`src/rtl/clk_gate_ctrl.sv`:
```
// Clock-gate sequencer: merges per-requester clock requests, applies a wake-up
// settling delay before acking and idle hysteresis before gating the branch off.
module clk_gate_ctrl #(
  parameter int NUM_REQ     = 4,
  parameter int WAKE_CYCLES = 4,
  parameter int IDLE_CYCLES = 8,
  parameter int CNT_W       = 8
) (
  input  logic               clk,
  input  logic               rst_n,
  input  logic [NUM_REQ-1:0] req,
  input  logic               force_on,
  output logic [NUM_REQ-1:0] ack,
  output logic               gate_en,
  output logic               busy,
  output logic [1:0]         state_o,
  output logic [15:0]        on_count
);

  typedef enum logic [1:0] {
    ST_OFF  = 2'd0,
    ST_WAKE = 2'd1,
    ST_ON   = 2'd2,
    ST_IDLE = 2'd3
  } state_t;

  localparam logic [CNT_W-1:0] WAKE_LAST = CNT_W'(WAKE_CYCLES - 1);
  localparam logic [CNT_W-1:0] IDLE_LAST = CNT_W'(IDLE_CYCLES - 1);

  state_t               state_q, state_d;
  logic [CNT_W-1:0]     cnt_q, cnt_d;
  logic                 gate_en_q, gate_en_d;
  logic [NUM_REQ-1:0]   ack_q, ack_d;
  logic [15:0]          on_count_q, on_count_d;
  logic                 any_req;

  assign any_req = (|req) | force_on;

  always_comb begin
    state_d = state_q;
    cnt_d   = cnt_q;
    unique case (state_q)
      ST_OFF: begin
        if (any_req) begin
          state_d = ST_WAKE;
          cnt_d   = '0;
        end
      end
      // WAKE always runs to completion so the gate never chatters mid-settle.
      ST_WAKE: begin
        if (cnt_q == WAKE_LAST) state_d = ST_ON;
        else                    cnt_d   = cnt_q + 1'b1;
      end
      ST_ON: begin
        if (!any_req) begin
          state_d = ST_IDLE;
          cnt_d   = '0;
        end
      end
      ST_IDLE: begin
        if (any_req)                 state_d = ST_ON;
        else if (cnt_q == IDLE_LAST) state_d = ST_OFF;
        else                         cnt_d   = cnt_q + 1'b1;
      end
      default: state_d = ST_OFF;
    endcase

    // Outputs are registered from next state so gate_en is a clean flop output.
    gate_en_d  = (state_d != ST_OFF);
    ack_d      = (state_d == ST_ON) ? req : '0;
    on_count_d = (gate_en_q && (on_count_q != 16'hFFFF)) ? on_count_q + 16'd1 : on_count_q;
  end

  always_ff @(posedge clk or negedge rst_n) begin
    if (!rst_n) begin
      state_q    <= ST_OFF;
      cnt_q      <= '0;
      gate_en_q  <= 1'b0;
      ack_q      <= '0;
      on_count_q <= '0;
    end else begin
      state_q    <= state_d;
      cnt_q      <= cnt_d;
      gate_en_q  <= gate_en_d;
      ack_q      <= ack_d;
      on_count_q <= on_count_d;
    end
  end

  assign gate_en  = gate_en_q;
  assign busy     = gate_en_q;
  assign ack      = ack_q;
  assign state_o  = state_q;
  assign on_count = on_count_q;

endmodule

```
`config.mk`:
```
export PLATFORM = sky130hd
export DESIGN_NAME = clk_gate_ctrl
export DESIGN_NICKNAME = d
export VERILOG_FILES = /design/src/rtl/clk_gate_ctrl.sv
export SDC_FILE = /design/constraint.sdc
export NUM_CORES = 1
export LEC_CHECK = 0
export CAP_MARGIN = 20
export CORE_MARGIN = 10
export CORE_UTILIZATION = 39
export CTS_BUF_LIST = sky130_fd_sc_hd__clkbuf_2
export CTS_CLUSTER_DIAMETER = 120
export CTS_CLUSTER_SIZE = 40
export DETAILED_ROUTE_END_ITERATION = 16
export DONT_BUFFER_PORTS = 1
export PLACE_DENSITY_LB_ADDON = 0.3
export SLEW_MARGIN = 0
export SYNTH_ARGS = -nofsm -noshare
export SYNTH_HDL_FRONTEND = slang
export SYNTH_SLANG_ARGS = --single-unit
```
`constraint.sdc`:
```
create_clock -name clk -period 3.3 [get_ports clk]
set_clock_uncertainty 0.05 [all_clocks]
set_input_delay 0.66 -clock clk [delete_from_list [all_inputs] [get_ports clk]]
set_output_delay 0.66 -clock clk [all_outputs]
set_load 0.02 [all_outputs]
```
# [Word-level counts from Yosys, hierarchy flattened]
# Index checks and enable logic that the tools add are counted.
[word_totals] reg_bits=31 input_bits=7 output_inout_bits=24 elab_cells=38
[op_classes] add_sub_neg=2 n_eq_ne=12 n_mux=13 bitwise_logic=1 reduce_logical=5
[ops] operator="$mux W8" n=5
[ops] operator="$pmux W8 S4" n=1
[ops] operator="$add A16 B1 Y16 const B" n=1
[ops] operator="$ne A16 B16 Y1 const B" n=1
[ops] operator="$mux W2" n=5
[ops] operator="$ne A2 B2 Y1 const B" n=5
[ops] operator="$add A8 B1 Y8 const B" n=1
[ops] operator="$eq A8 B2 Y1 const B" n=1
[ops] operator="$eq A8 B3 Y1 const B" n=1
[ops] operator="$pmux W2 S4" n=1
[ops] operator="$eq A2 B2 Y1 const B" n=3
[ops] operator="$reduce_and A5 Y1" n=1
[ops] operator="$mux W4" n=1
[ops] operator="$reduce_or A4 Y1" n=1
[ops] operator="$eq A2 B1 Y1 const B" n=1
[ops] operator="$logic_not A2 Y1" n=1
[ops] operator="$reduce_bool A2 Y1" n=1
[ops] operator="$logic_and A1 B1 Y1" n=1
[ops] operator="$or A1 B1 Y1" n=1

# [Logic depth before layout (Yosys ltp)]
# Gate-level depths: netlist (run 1).
[depth] ltp_word=6 ltp_mapped=7 mapped_depth_nobuf=6

# [Least setup slack after synthesis (run 1)]
# Ideal clock, no wire load.
[synth_path] path_type="register to register" from="register state_q[0], in the netlist state_o[0]" to="register cnt_q[0]" setup_ps=125 t_arrival_ps=2300 t_required_ps=3125 path_slack_ps=825 stages_incl_launch_ff=7 path_buffers=1 period_less_slack_ps=2475 cell_sequence="dfrtp_1 > or4b_1 > or4b_4 > o22a_1 > o21a_1 > buf_6 > mux2_4"
[synth_via] elab_chain_cells=3 elab_cells_between_ends=11 cone_classes="eq/ne: 8; mux: 1; reduce/logical: 2"
[synth_rtl] item="start, declared" line_no="30" source="state_t state_q, state_d;"
[synth_rtl] item="start signal, assigned" line_no="82" source="state_q <= state_d;"
[synth_rtl] item="$eq A2 B2 Y1, or another cell as far along" line_no="42" source="unique case (state_q)"
[synth_rtl] item="$ne A2 B2 Y1 (no line)"
[synth_rtl] item="$reduce_and A5 Y1 (no line)"
[synth_rtl] item="end signal, assigned" line_no="83" source="cnt_q <= cnt_d;"
[synth_rtl] item="end, declared" line_no="31" source="logic [CNT_W-1:0] cnt_q, cnt_d;"
# Parallel ways exist; a longest one is shown, timed or not.
# A chain may end at the register's enable or synchronous reset.

# [Final worst setup path (run 1)]
[layout_path] from="register cnt_q[3]" to="register cnt_q[0]"
[layout_via] elab_chain_cells=3 elab_cells_between_ends=5 cone_classes="eq/ne: 4; reduce/logical: 1"
[layout_rtl] item="$eq A8 B3 Y1 / $eq A8 B2 Y1 (equally long branches)" line_no="62, 51"
[layout_rtl] item="$ne A2 B2 Y1 (no line)"
[layout_rtl] item="$reduce_and A5 Y1 (no line) *"
# Mark *: on every way between the ends. The rest lies on a longest branch, timed or not.

==> results.tsv, run 1 <==
metric	value	unit
Post-synth EDFFs	0	
Top Usage Layer GRT	met2	
RR Startpoint	cnt_q[3]	
status	complete, no violations	
Cells after Synth	141	
via count	1085	
worst hold path type	in -> reg	
layout cells sized above 1	0.0952	
synth unique cells	37	
final slew viol count	0	
hold depth	1	
synthesis warning total	0	
hold path startpoint	req[0]	
Slew @ Worst Pin	905	ps
cells on worst reg2reg path	5	
worst hold endpoint	ack[0]	
vias in the first global route	1066	
Worst-Skew Late Latency	360	ps
Root Driver	clkbuf_2	
port bufs	0	
Mapped Nets	150	
Seq/Total Area, Yosys	0.522	
Post-Syn Area per Cell	10.5	um2
CP Launch Point	cnt_q[3]	
first-pass GRT wire length	5.04	mm
largest net degree at the start of global routing	32	
Hold Violations, Final	0	
CP required	3510	ps
ANT cells	0	
Avg WL per Cell	15.9	um
initial core utilization	0.406	
Ports	31	
CTS tree	built	
max-cap violations	0	
Gate power share	0.104	
Crit Path Max Fanout	9	
CP Cell Sequence	or4b_1 > or4b_4 > o22a_1 > o21a_1 > mux2_4	
DR iter-0 viols	67	
Fillers	346	
CP Buf/Inv Count	0	
die area	6680	um2
CTS Buf Count	5	
DPL Wire Length	2.32	mm
Psw	0.000276	W
pwr/cell area	501	nW/um2
met3 Track Usage GR	0.0480	
core area	3660	um2
final worst path period share	0.770	
LEAKAGE	0.696	nW
drt pass-1 iters	4	
pre-CTS setup slack	784	ps
CP Class	reg -> reg	
initial antenna violation count	0	
Post-Route WL	3.11	mm
grt total ovfl	0	
Peak VDD IR	183	uV
crit start category	flop	
CP max-delay cell	or4b_1	
post-layout net count	155	
setup TNS	0	ps
worst r2r dst	cnt_q[0]	
die height	81.7	um
drt drc	0	
vias per cell	5.56	
GRT met2 Usage	0.176	
largest incremental delay on the critical path	570	ps
Arrival @ worst endpoint	2750	ps
Sink Count	31	
Main synth FF type	dfrtp_1	
overall power	0.000797	W
clock share of power	0.237	
CP delay by family, top	simple AND/OR/NAND/NOR gates	
fmax	394	MHz
Internal	0.000522	W
RePlAce Congestion	0.772	
Final setup viols	0	
cell area after synthesis	1490	um2
die span in x	81.7	um
clk buf depth	2	
clk slew on worst S/H paths	160	ps
most frequent cells in the layout	dfrtp_1 (31), nand2_1 (13), xnor2_1 (11), a31oi_1 (11), and3_1 (9)	
relative slew slack	0.389	
CP endpoint kind	flop	
reg-to-reg setup timing slack	760	ps
asr flop ratio synth	1.00	
stages on the worst setup path	5	
Sequential Power Share	0.659	
met1 usage in global routing	0.0919	
Row Count	22	
Final WS setup	761	ps
Synth Register Bits	31	
Final ANT Viol Nets	0	
Tmin final	2540	ps
GRT Overall Usage	0.0972	
Sw Ratio	0.346	
final hold slack	368	ps
Layout area overhead	7.25	%
RSZ-0062 raised after global routing	no	
most common cell after layout, fill and taps aside	dfrtp_1	
H-tree lvl count	2	
-- power by group through the flow --
stage                     Combinational [W]  Sequential (W)  Clock (W)
final                             0.0000826        0.000526   0.000189
after global routing              0.0000967        0.000535   0.000219
after CTS                         0.0000836        0.000528   0.000199
after detailed placement          0.0000726        0.000536          0
after global placement            0.0000680        0.000534          0
after floorplan                   0.0000694        0.000511          0
-- state kept, by name (all words and copies together), names as in the netlist --
register  flops
ack           4
busy          1
cnt_q         8
state_o       2
on_count     16
-- what timing repair did --
action                    in CTS  in global routing
hold buffers                   1                  1
resized for setup              0                  0
setup buffers                  0                  0
hold endpoints to repair      31                  6
-- per-layer routing --
metal  vias up  routed length (um)
li1        517                   -
met1       532                1150
met2        30                1680
met3         6                 244
met4         0                  30
met5         -                   0
-- worst max path at each step --
| stage | endpoint | slack [ps] |
|---|---|---|
| 6_report | cnt_q[0] | 760 |
| 5_1_grt | on_count[3] | 690 |
| 4_1_cts | cnt_q[0] | 770 |
| 3_5_place_dp | cnt_q[0] | 780 |
| 3_3_place_gp | cnt_q[0] | 840 |
| 2_1_floorplan | cnt_q[0] | 820 |
-- Yosys cell counts (4+ instances only) --
cell,instances,area share
nand4_1,5,0.021
nor2_1,6,0.015
nand2_1,13,0.033
dfrtp_1,31,0.52
xnor2_1,11,0.065
nand3_1,7,0.024
and3_1,9,0.038
and2_1,4,0.017
a31oi_1,11,0.046
inv_1,4,0.010
-- through the flow --
stage	cell area (um2)	utilization	std cells
finish	1590	0.435	195
CTS	1580	0.432	194
detailed placement	1520	0.416	185
global placement	1520	0.416	185
global route	1590	0.435	195
floorplan	1490	-	141
-- final cells by class --
| cell class | instances | area (um2) | area share |
|---|---|---|---|
| Timing Repair Buffer | 3 | 37.5 | 0.0236 |
| Multi-Input combinational cell | 101 | 664 | 0.417 |
| Clock buffer | 7 | 35.0 | 0.0220 |
| Sequential cell | 31 | 776 | 0.487 |
| Inverter | 4 | 15.0 | 0.00943 |
| Tap cell | 48 | 60.1 | 0.0377 |
| Clock inverter | 1 | 5.00 | 0.00314 |
-- cells by family (layout without fill, tap and decap cells) --
group	after synthesis	in the layout	share of synthesized area
mux	4	4	0.0320
flops	31	31	0.522
simple gates	56	56	0.206
fa+ha+maj	2	2	0.0168
buf+inv	9	15	0.0303
compound gates	25	25	0.110
xor+xnor	14	14	0.0826
(Power assumes the default switching activity.)
==> inputs of run 2 (changes only) <==
clock period = 2.3 ns   (was 3.3 ns; I/O delays follow)
==> results.tsv, run 2 (synthesis results as in run 1) <==
metric	value	unit
status	complete, but fails checks	
violations in the final reports	setup timing	
DPL Wire Length	2.38	mm
die area	6680	um2
post-layout net count	167	
vias in the first global route	1123	
Layout area overhead	14.9	%
final slew viol count	0	
wire length on met1	1.19	mm
Non-Filler Instances	207	
Sink Count	31	
grt total ovfl	0	
DR iter-0 viols	50	
Avg WL per Cell	15.4	um
LEAKAGE	0.757	nW
GRT Overall Usage	0.102	
Finished Core Util	0.466	
clk slew on worst S/H paths	160	ps
Post-Route WL	3.19	mm
met2 wire length	1.73	mm
largest incremental delay on the critical path	540	ps
CP Buf/Inv Count	0	
met3 WL	222	um
cells on worst reg2reg path	5	
worst hold endpoint	ack[3]	
Final WS setup	-39.0	ps
hold depth	1	
H-tree lvl count	2	
CP Cell Sequence	or4b_4 > or4b_4 > o22a_1 > o21a_1 > mux2_4	
max-cap violations	0	
vias per cell	5.40	
fmax	428	MHz
max reg flops	16	
Cell Count Post-Placement	196	
RePlAce Congestion	0.733	
Arrival @ worst endpoint	2540	ps
initial antenna violation count	0	
setup TNS	-48.7	ps
initial core utilization	0.406	
Ports	31	
CP Class	reg -> reg	
worst hold path type	in -> reg	
Hold Violations, Final	0	
die height	81.7	um
RR Startpoint	cnt_q[3]	
highest routed layer	met4	
RSZ-0062 raised after global routing	yes	
reg-to-reg setup timing slack	-40	ps
Peak VDD IR	295	uV
layout cells sized above 1	0.182	
Tmin final	2340	ps
Final setup viols	2	
via count	1117	
Worst-Skew Late Latency	350	ps
Final ANT Viol Nets	0	
final worst path period share	1.02	
clk buf depth	2	
largest net degree at the start of global routing	32	
CP max-delay cell	or4b_4	
CP delay by family, top	simple AND/OR/NAND/NOR gates	
most common cell after layout, fill and taps aside	dfrtp_1	
worst r2r dst	cnt_q[0]	
CP required	2500	ps
CP endpoint kind	flop	
CTS tree	built	
hold path startpoint	req[3]	
drt pass-1 iters	4	
cell mode on critical path	or4b_4	
core area	3660	um2
Root Driver	clkbuf_2	
pwr/cell area	671	nW/um2
crit start category	flop	
Row Count	22	
most frequent cells in the layout	dfrtp_1 (30), nand2_1 (13), buf_4 (12)	
Crit Path Max Fanout	3	
pre-CTS setup slack	-2.07	ps
Slew @ Worst Pin	417	ps
CTS Buf Count	5	
relative slew slack	0.722	
die span in x	81.7	um
port bufs	0	
drt drc	0	
final hold slack	166	ps
first-pass GRT wire length	5.26	mm
ANT cells	0	
-- run 2: cell count changes in the layout (fill, tap and decap cells not counted), sizes merged --
| cell | before | now |
|---|---|---|
| buf | 2 | 14 |
-- run 2: power by group --
part / internal (W) / switching, W / leakage, nW
Combinational: 0.0000693 / 0.0000652 / 0.330
Sequential: 0.000603 / 0.000143 / 0.395
Clock: 0.0000832 / 0.000181 / 0.0330
Total: 0.000755 / 0.000390 / 0.757
-- run 2: what timing repair did --
| action | CTS | global route |
|---|---|---|
| setup buffers | 0 | 1 |
| endpoints found under the setup margin | 7 | 10 |
| resized for setup | 1 | 3 |
| hold endpoints to repair | 31 | 0 |
| hold buffers | 2 | 0 |
| pin swaps | 1 | 2 |
-- run 2: worst max path at each step --
stage | start | to | slack, ps | cells after the start
CTS | cnt_q[3] | cnt_q[6] | -20 | 6
finish | cnt_q[3] | cnt_q[0] | -40 | 5
global placement | cnt_q[3] | cnt_q[0] | 50 | 5
global route | cnt_q[3] | cnt_q[0] | -90 | 5
floorplan | state_o[0] | cnt_q[0] | -100 | 6
detailed placement | cnt_q[3] | cnt_q[4] | -2 | 6
-- run 2: cell type report --
type	count	area, um2
Fill cell	359	1950
Tap cell	48	60.1
Sequential cell	31	777
Clock buffer	7	35.0
Multi-Input combinational cell	101	683
Clock inverter	1	5.00
Inverter	4	15.0
Timing Repair Buffer	15	131
-- run 2: worst reg2reg max path, stage by stage, from the launching register on --
cell and delay, ps:
dfrtp_1 420, or4b_4 540, or4b_4 500, o22a_1 200
o21a_1 220, mux2_4 310
-- run 2: per-layer routing --
metal,track usage,up-vias
met4,0.0510,0
li1,-,536
met2,0.184,22
met3,0.0338,5
met5,0,-
met1,0.102,554
-- run 2: metrics by stage --
| step | area [um2] | total power, W |
|---|---|---|
| finish | 1710 | 0.00115 |
| global route | 1710 | 0.00121 |
| CTS | 1680 | 0.00116 |
| detailed placement | 1610 | 0.000877 |
| global placement | 1610 | 0.000870 |
| floorplan | 1490 | 0.000832 |
